--- config.mk ---
export PLATFORM = sky130hd
export DESIGN_NAME = sg_frame_ctrl
export DESIGN_NICKNAME = d
export VERILOG_FILES = /design/src/rtl/sg_pkg.sv /design/src/rtl/sg_window_shreg.sv /design/src/rtl/sg_frame_ctrl.sv
export SDC_FILE = /design/constraint.sdc
export NUM_CORES = 1
export LEC_CHECK = 0
export CORE_ASPECT_RATIO = 1.2
export CORE_MARGIN = 3
export CORE_UTILIZATION = 55
export DETAILED_ROUTE_END_ITERATION = 8
export MAX_ROUTING_LAYER = met4
export PLACE_DENSITY = 0.81
export RECOVER_POWER = 100
export SLEW_MARGIN = 5
export SYNTH_ARGS = -nofsm -noshare
export SYNTH_HDL_FRONTEND = slang
export SYNTH_SLANG_ARGS = --single-unit
export TNS_END_PERCENT = 100
--- constraint.sdc ---
create_clock -name clk -period 11 [get_ports clk]
set_clock_uncertainty 0.05 [all_clocks]
set_input_delay 2.2 -clock clk [delete_from_list [all_inputs] [get_ports clk]]
set_output_delay 2.2 -clock clk [all_outputs]
set_load 0.02 [all_outputs]
--- src/rtl/sg_pkg.sv ---
`default_nettype none
// ============================================================================
//  sg_pkg
//  Shared types and default sizes for the Savitzky-Golay smoothing path.
//  Revision: 1.0
// ============================================================================
package sg_pkg;

  // Defaults shared with the filter core
  localparam int c_DEF_WINDOW_SIZE = 7;
  localparam int c_DEF_DATA_W      = 8;
  localparam int c_DEF_ADDR_W      = 10;

  // Frame sequencer states
  typedef enum logic [2:0] {
    IDLE     = 3'd0,
    PRIME    = 3'd1,
    ISSUE    = 3'd2,
    WAIT     = 3'd3,
    SHIFT    = 3'd4,
    PAD_HEAD = 3'd5,
    PAD_TAIL = 3'd6,
    FINISH   = 3'd7
  } sg_state_e;

endpackage : sg_pkg
`default_nettype wire

--- src/rtl/sg_window_shreg.sv ---
`default_nettype none
// ============================================================================
//  sg_window_shreg
//  W-deep sample shift register. New samples enter at slot W-1, the oldest
//  sample sits in slot 0, which is mapped to the LSBs of o_win.
//  Revision: 1.0
// ============================================================================
module sg_window_shreg
  import sg_pkg::*;
#(
  parameter int WINDOW_SIZE = c_DEF_WINDOW_SIZE,
  parameter int DATA_W      = c_DEF_DATA_W
) (
  input  logic                          clk,
  input  logic                          rst,
  input  logic                          i_shift_en,
  input  logic [DATA_W-1:0]             i_data,
  output logic [WINDOW_SIZE*DATA_W-1:0] o_win
);

  logic [DATA_W-1:0] r_slot [WINDOW_SIZE];

  // Shift one slot toward slot 0 and load the new sample at the top
  always_ff @(posedge clk or posedge rst) begin
    if (rst) begin
      for (int i = 0; i < WINDOW_SIZE; i++) begin
        r_slot[i] <= '0;
      end
    end else if (i_shift_en) begin
      for (int i = 0; i < WINDOW_SIZE-1; i++) begin
        r_slot[i] <= r_slot[i+1];
      end
      r_slot[WINDOW_SIZE-1] <= i_data;
    end
  end

  generate
    for (genvar g = 0; g < WINDOW_SIZE; g++) begin : g_flat
      assign o_win[g*DATA_W +: DATA_W] = r_slot[g];
    end
  endgenerate

endmodule : sg_window_shreg
`default_nettype wire

--- src/rtl/sg_frame_ctrl.sv ---
`default_nettype none
// ============================================================================
//  sg_frame_ctrl
//  Frame sequencer: primes a sliding window from the sample RAM, runs one
//  filter-core job per centre position, writes results, then replicates the
//  first/last result into the half-window edges of the output RAM.
//  Revision: 1.0
//
//  Frame time (start cycle and done cycle both counted), 1-cycle core:
//    1 (start) + (W+1) prime + n*(lat+1) issue/wait + (n-1) shift
//    + 2H pad + 1 finish, with n = len-W+1 windows.
//  W=7, len=10, lat=1: 1 + 8 + 4*2 + 3 + 6 + 1 = 27.
//  W=7, len=7,  lat=1: 1 + 8 + 1*2 + 0 + 6 + 1 = 18.
// ============================================================================
module sg_frame_ctrl
  import sg_pkg::*;
#(
  parameter int WINDOW_SIZE = c_DEF_WINDOW_SIZE,
  parameter int DATA_W      = c_DEF_DATA_W,
  parameter int ADDR_W      = c_DEF_ADDR_W
) (
  input  logic                          clk,
  input  logic                          rst,
  input  logic                          i_start,
  input  logic [ADDR_W:0]               i_frame_len,
  output logic                          o_busy,
  output logic                          o_done,
  output logic                          o_err,
  output logic                          o_rd_en,
  output logic [ADDR_W-1:0]             o_rd_addr,
  input  logic [DATA_W-1:0]             i_rd_data,
  output logic [WINDOW_SIZE*DATA_W-1:0] o_win,
  output logic                          o_core_start,
  input  logic                          i_core_done,
  input  logic [DATA_W-1:0]             i_core_result,
  output logic                          o_wr_en,
  output logic [ADDR_W-1:0]             o_wr_addr,
  output logic [DATA_W-1:0]             o_wr_data
);

  localparam int c_H = WINDOW_SIZE / 2;

  // Counter-width constants (ADDR_W+1 bits so len = 2^ADDR_W is representable)
  localparam logic [ADDR_W:0]   c_W_LEN   = (ADDR_W+1)'(WINDOW_SIZE);
  localparam logic [ADDR_W:0]   c_H_LEN   = (ADDR_W+1)'(c_H);
  localparam logic [ADDR_W:0]   c_H1_LEN  = (ADDR_W+1)'(c_H + 1);
  localparam logic [ADDR_W:0]   c_HM1_LEN = (ADDR_W+1)'(c_H - 1);
  localparam logic [ADDR_W:0]   c_ONE_LEN = (ADDR_W+1)'(1);
  // Address-width constants; address sums always land below len, so modulo
  // 2^ADDR_W arithmetic yields the exact address.
  localparam logic [ADDR_W-1:0] c_H_A     = ADDR_W'(c_H);
  localparam logic [ADDR_W-1:0] c_H1_A    = ADDR_W'(c_H + 1);

  sg_state_e         r_state;
  sg_state_e         w_state_nxt;

  logic [ADDR_W:0]   r_len;     // latched frame length
  logic [ADDR_W:0]   r_cnt;     // prime read index / pad index
  logic [ADDR_W:0]   r_ctr;     // current centre index c
  logic [DATA_W-1:0] r_head;
  logic [DATA_W-1:0] r_tail;
  logic              r_err;
  logic              r_rd_vld;  // rd_data carries a sample this cycle

  logic              w_len_short;
  logic              w_prime_end;
  logic              w_pad_end;
  logic              w_is_head;
  logic              w_is_last;
  logic [ADDR_W-1:0] w_rd_next;
  logic [ADDR_W-1:0] w_tail_addr;

  assign w_len_short = (i_frame_len < c_W_LEN);
  // All W reads issued; the last sample is on rd_data this cycle
  assign w_prime_end = (r_cnt == c_W_LEN);
  assign w_pad_end   = (r_cnt == c_HM1_LEN);
  assign w_is_head   = (r_ctr == c_H_LEN);
  assign w_is_last   = (r_ctr == (r_len - c_H1_LEN));
  assign w_rd_next   = r_ctr[ADDR_W-1:0] + c_H1_A;
  assign w_tail_addr = r_len[ADDR_W-1:0] - c_H_A + r_cnt[ADDR_W-1:0];

  assign o_err = r_err;

  sg_window_shreg #(
    .WINDOW_SIZE (WINDOW_SIZE),
    .DATA_W      (DATA_W)
  ) u_shreg (
    .clk        (clk),
    .rst        (rst),
    .i_shift_en (r_rd_vld),
    .i_data     (i_rd_data),
    .o_win      (o_win)
  );

  // State register
  always_ff @(posedge clk or posedge rst) begin
    if (rst) begin
      r_state <= IDLE;
    end else begin
      r_state <= w_state_nxt;
    end
  end

  // Read-valid tracker: sample RAM has one cycle of read latency
  always_ff @(posedge clk or posedge rst) begin
    if (rst) begin
      r_rd_vld <= 1'b0;
    end else begin
      r_rd_vld <= o_rd_en;
    end
  end

  // Next-state and strobes; the result write and the next read share a cycle
  always_comb begin
    w_state_nxt  = r_state;
    o_busy       = 1'b0;
    o_done       = 1'b0;
    o_rd_en      = 1'b0;
    o_rd_addr    = '0;
    o_core_start = 1'b0;
    o_wr_en      = 1'b0;
    o_wr_addr    = '0;
    o_wr_data    = '0;
    case (r_state)
      IDLE: begin
        if (i_start) begin
          w_state_nxt = w_len_short ? FINISH : PRIME;
        end
      end
      PRIME: begin
        o_busy = 1'b1;
        if (w_prime_end) begin
          w_state_nxt = ISSUE;
        end else begin
          o_rd_en   = 1'b1;
          o_rd_addr = r_cnt[ADDR_W-1:0];
        end
      end
      ISSUE: begin
        o_busy       = 1'b1;
        o_core_start = 1'b1;
        w_state_nxt  = WAIT;
      end
      WAIT: begin
        o_busy = 1'b1;
        if (i_core_done) begin
          o_wr_en   = 1'b1;
          o_wr_addr = r_ctr[ADDR_W-1:0];
          o_wr_data = i_core_result;
          if (w_is_last) begin
            w_state_nxt = PAD_HEAD;
          end else begin
            o_rd_en     = 1'b1;
            o_rd_addr   = w_rd_next;
            w_state_nxt = SHIFT;
          end
        end
      end
      SHIFT: begin
        o_busy      = 1'b1;
        w_state_nxt = ISSUE;
      end
      PAD_HEAD: begin
        o_busy    = 1'b1;
        o_wr_en   = 1'b1;
        o_wr_addr = r_cnt[ADDR_W-1:0];
        o_wr_data = r_head;
        if (w_pad_end) begin
          w_state_nxt = PAD_TAIL;
        end
      end
      PAD_TAIL: begin
        o_busy    = 1'b1;
        o_wr_en   = 1'b1;
        o_wr_addr = w_tail_addr;
        o_wr_data = r_tail;
        if (w_pad_end) begin
          w_state_nxt = FINISH;
        end
      end
      FINISH: begin
        o_done      = 1'b1;
        w_state_nxt = IDLE;
      end
      default: begin
        w_state_nxt = IDLE;
      end
    endcase
  end

  // Frame bookkeeping: length, error flag, counters and edge values
  always_ff @(posedge clk or posedge rst) begin
    if (rst) begin
      r_len  <= '0;
      r_cnt  <= '0;
      r_ctr  <= '0;
      r_head <= '0;
      r_tail <= '0;
      r_err  <= 1'b0;
    end else begin
      case (r_state)
        IDLE: begin
          if (i_start) begin
            r_len <= i_frame_len;
            r_err <= w_len_short;
            r_cnt <= '0;
            r_ctr <= c_H_LEN;
          end
        end
        PRIME: begin
          r_cnt <= w_prime_end ? '0 : (r_cnt + c_ONE_LEN);
        end
        WAIT: begin
          if (i_core_done) begin
            if (w_is_head) begin
              r_head <= i_core_result;
            end
            if (w_is_last) begin
              r_tail <= i_core_result;
              r_cnt  <= '0;
            end else begin
              r_ctr <= r_ctr + c_ONE_LEN;
            end
          end
        end
        PAD_HEAD: begin
          r_cnt <= w_pad_end ? '0 : (r_cnt + c_ONE_LEN);
        end
        PAD_TAIL: begin
          r_cnt <= r_cnt + c_ONE_LEN;
        end
        default: begin
        end
      endcase
    end
  end

endmodule : sg_frame_ctrl
`default_nettype wire

==> impl_metrics.csv <==
group,metric,value,unit
detailed_routing,dr.pass1.iters,5,
logic_synthesis,synth-xor-area-share,0.0513,
worst_setup_path,endpoint_kind,"output pin",
sta,hold_viol_final,0,
grt,grt_first_pass_wirelength,24500,um
detailed_routing,viasPerCell,6.00,
cts,cts_max_level,3,
placement,port-buffer-count,120,
cts,clockBufferDepth,2,
sta,tightest_slew,2.93,ns
logic_synthesis,yosys-top-cells-count,"dfrtp_1 (110), mux2_2 (73), inv_1 (53)",
detailed_routing,vias,4832,
detailed_routing,routed_wl,15200,um
grt,antenna_found_initial,0,
detailed_routing,routedWlPerCell,18.9,um
sta,setup_tns,0,ns
logic_synthesis,ys.flop_type,"dfrtp_1",
sta,timing.slew.headroom,-0.955,
grt,grtUsageTotal,0.259,
placement,placement.cell_area,0.00731,mm^2
cts,insertion_delay,0.35,ns
sta,fmax,138,MHz
sta,fin_crit_sh,0.660,
logic_synthesis,synth_top_family_by_area,"multiplexers",
logic_synthesis,yosysWarnings,0,
run,maxCapViolCount,3,
sta,slew_viol_final,170,
sta,period_needed,7.26,ns
worst_setup_path,critical_path_class,"input port to output pin",
grt,grt_pass1_vias,4901,
outcome,outcome,"finished with violations",
sta,rsz0062_at_grt,"no",
placement,dp_hpwl,11300,um
grt,grt_util_met2,0.410,
placement,gp_congestion,0.943,
outcome,violations,"max-capacitance violations, max-slew violations",
logic_synthesis,synth-seq-cells,110,
logic_synthesis,synth.distinct_cells,58,
cts,cts-buffers-inserted,9,
grt,grt.met3_usage,0.0460,
placement,pre_cts_slack,4.01,ns
floorplan,fp.dieH,121,um
grt,globalRouteOverflowTotal,0,
logic_synthesis,synth.mux.area_fraction,0.140,
cells_and_area,final_nets,727,
cts,cts_resized,0,
floorplan,rows,41,
logic_synthesis,synth_area_leaders,"dfrtp_1 (45%), mux2_2 (13%), ha_1 (4.7%)",
cts,clkTransAtPathRegs,0.07,ns
detailed_routing,drt_iter0_drc,317,
min_path,worstHoldPathType,"register to register",
logic_synthesis,synthAdderAreaFrac,0.0505,
cts,cts_sinks,110,
logic_synthesis,synth-compound-area-share,0.115,
detailed_routing,detail-route-antenna-nets,0,
logic_synthesis,synthSimpleGateAreaFrac,0.130,
power_and_ir_drop,ir_worst_vdd,0.245,mV
floorplan,die_x,102,um
cts,post_cts_buffers,0,
detailed_routing,drc,0,
grt,grt_max_degree,58,
grt,met1_usage,0.314,
cts,cts_tree,"yes",
logic_synthesis,synth-edff-count,0,
cts,cts.root.buffer_cell,"clkbuf_16",
cells_and_area,postLayoutCellArea,0.00758,mm^2
grt,grt-busiest-layer,"met2",
logic_synthesis,synth_area,0.00609,mm^2
floorplan,io_pins,121,
logic_synthesis,yosysTopAreaCell,"dfrtp_1",
power_and_ir_drop,finalPower,2.48,mW
worst_setup_path,crit_path_start_kind,"input port",
logic_synthesis,synth-seq-area-share,0.452,
cells_and_area,diodes,0,
worst_setup_path,critPathMaxFanout,24,
worst_setup_path,cp.required,8.75,ns
floorplan,start_util,0.571,
cells_and_area,layout-drive-gt1-share,0.151,
sta,finalSetupViolCount,0,
cts,postCtsHoldBufs,0,
logic_synthesis,synth_most_common_cell,"dfrtp_1",
worst_setup_path,rrSetupSlack,7.77,ns
power_and_ir_drop,p_leak,3.48,nW
power_and_ir_drop,p_per_area,327,mW/mm^2
sta,postLayoutSetupSlackWorst,3.74,ns
logic_synthesis,syn_nets,628,
logic_synthesis,synth_top_area_frac,0.452,
cells_and_area,synthToLayoutAreaGrowth,24.4,%
logic_synthesis,avgSynthCellArea,10.6,um^2
logic_synthesis,async_reset_ff_frac,1.00,
worst_setup_path,crit_arrival,5.01,ns
logic_synthesis,synthCells,573,
floorplan,coreArea,0.0107,mm^2
floorplan,die-area,0.0124,mm^2
-- layout by cell type, fill, tap and decap left out, drive strengths merged, types with 4 or more instances in the layout --
master         instances
a21oi                 27
a222oi                11
a22oi                  8
a31oi                  8
and2                   6
and3                   9
clkbuf                14
clkdlybuf4s50         19
dfrtp                110
dlygate4sd3          101
ha                    23
inv                   53
mux2                  73
nand2                 35
nand3                 15
nand4                  5
nor2                  31
nor3                   9
nor3b                  5
nor4                   7
nor4b                  4
o21ai                 20
o22ai                 11
or3                    4
xnor2                 23
xor2                  10
-- per-layer routing --
metal | vias up | part of all wire | wire (um)
met5 | - | 0 | 0
met4 | 0 | 0.047 | 723
met3 | 43 | 0.068 | 1040
met2 | 218 | 0.48 | 7270
met1 | 2364 | 0.41 | 6190
li1 | 2207 | - | -
-- cell families after synthesis --
kind of cell / Yosys count
mux: 76
flops: 110
compound gates: 102
simple gates: 140
fa+ha+maj: 24
xor+xnor: 34
buf+inv: 87
-- worst paths after layout --
check / startpoint / cells past startpoint / endpoint
worst min register to register: r_cnt[10] / 1 / r_cnt[10]
max in group asynchronous: rst / 3 / u_shreg.o_win[19]
min in group asynchronous: rst / 2 / r_state[2]
worst min-delay path: r_cnt[10] / 1 / r_cnt[10]
worst max-delay path: i_core_done / 5 / o_rd_addr[2]
worst max register to register: r_len[2] / 9 / r_cnt[1]
-- worst max-delay path, stage by stage --
cell and delay (ns):
dlygate4sd3_1 0.56, and3_1 0.76, nand2_1 0.40, o21ai_0 0.35, dlygate4sd3_1 0.72
-- report_power, final --
group	leakage (nW)	switching (mW)	internal, mW	total [mW]
combinational	1.96	0.712	0.632	1.34
clock	0.145	0.145	0.190	0.335
sequential	1.38	0.224	0.578	0.802
total	3.48	1.08	1.40	2.48
-- sequential cells by signal, summed over array words and instances (netlist names) --
| name | count |
|---|---|
| r_head | 8 |
| o_err | 1 |
| r_cnt | 11 |
| r_rd_vld | 1 |
| r_ctr | 11 |
| r_tail | 8 |
| u_shreg.o_win | 56 |
| r_len | 11 |
| r_state | 3 |
-- through the flow --
step | instances | utilization | hold slack [ns]
2_1_floorplan | 573 | - | 0.400
3_3_place_gp | 790 | 0.685 | 0.428
3_5_place_dp | 790 | 0.685 | 0.435
4_1_cts | 806 | 0.714 | 0.446
5_1_grt | 806 | 0.710 | 0.474
6_report | 806 | 0.710 | 0.444
-- cell type report --
cell class                      instances  area, um^2
Tap cell                              129         161
Inverter                               53         200
Multi-Input combinational cell        376        2940
Clock buffer                           12         256
Sequential cell                       110        2750
Clock inverter                          4        53.8
Timing Repair Buffer                  122        1210
Fill cell                             814        3090
Power figures use the tool's default switching activity.
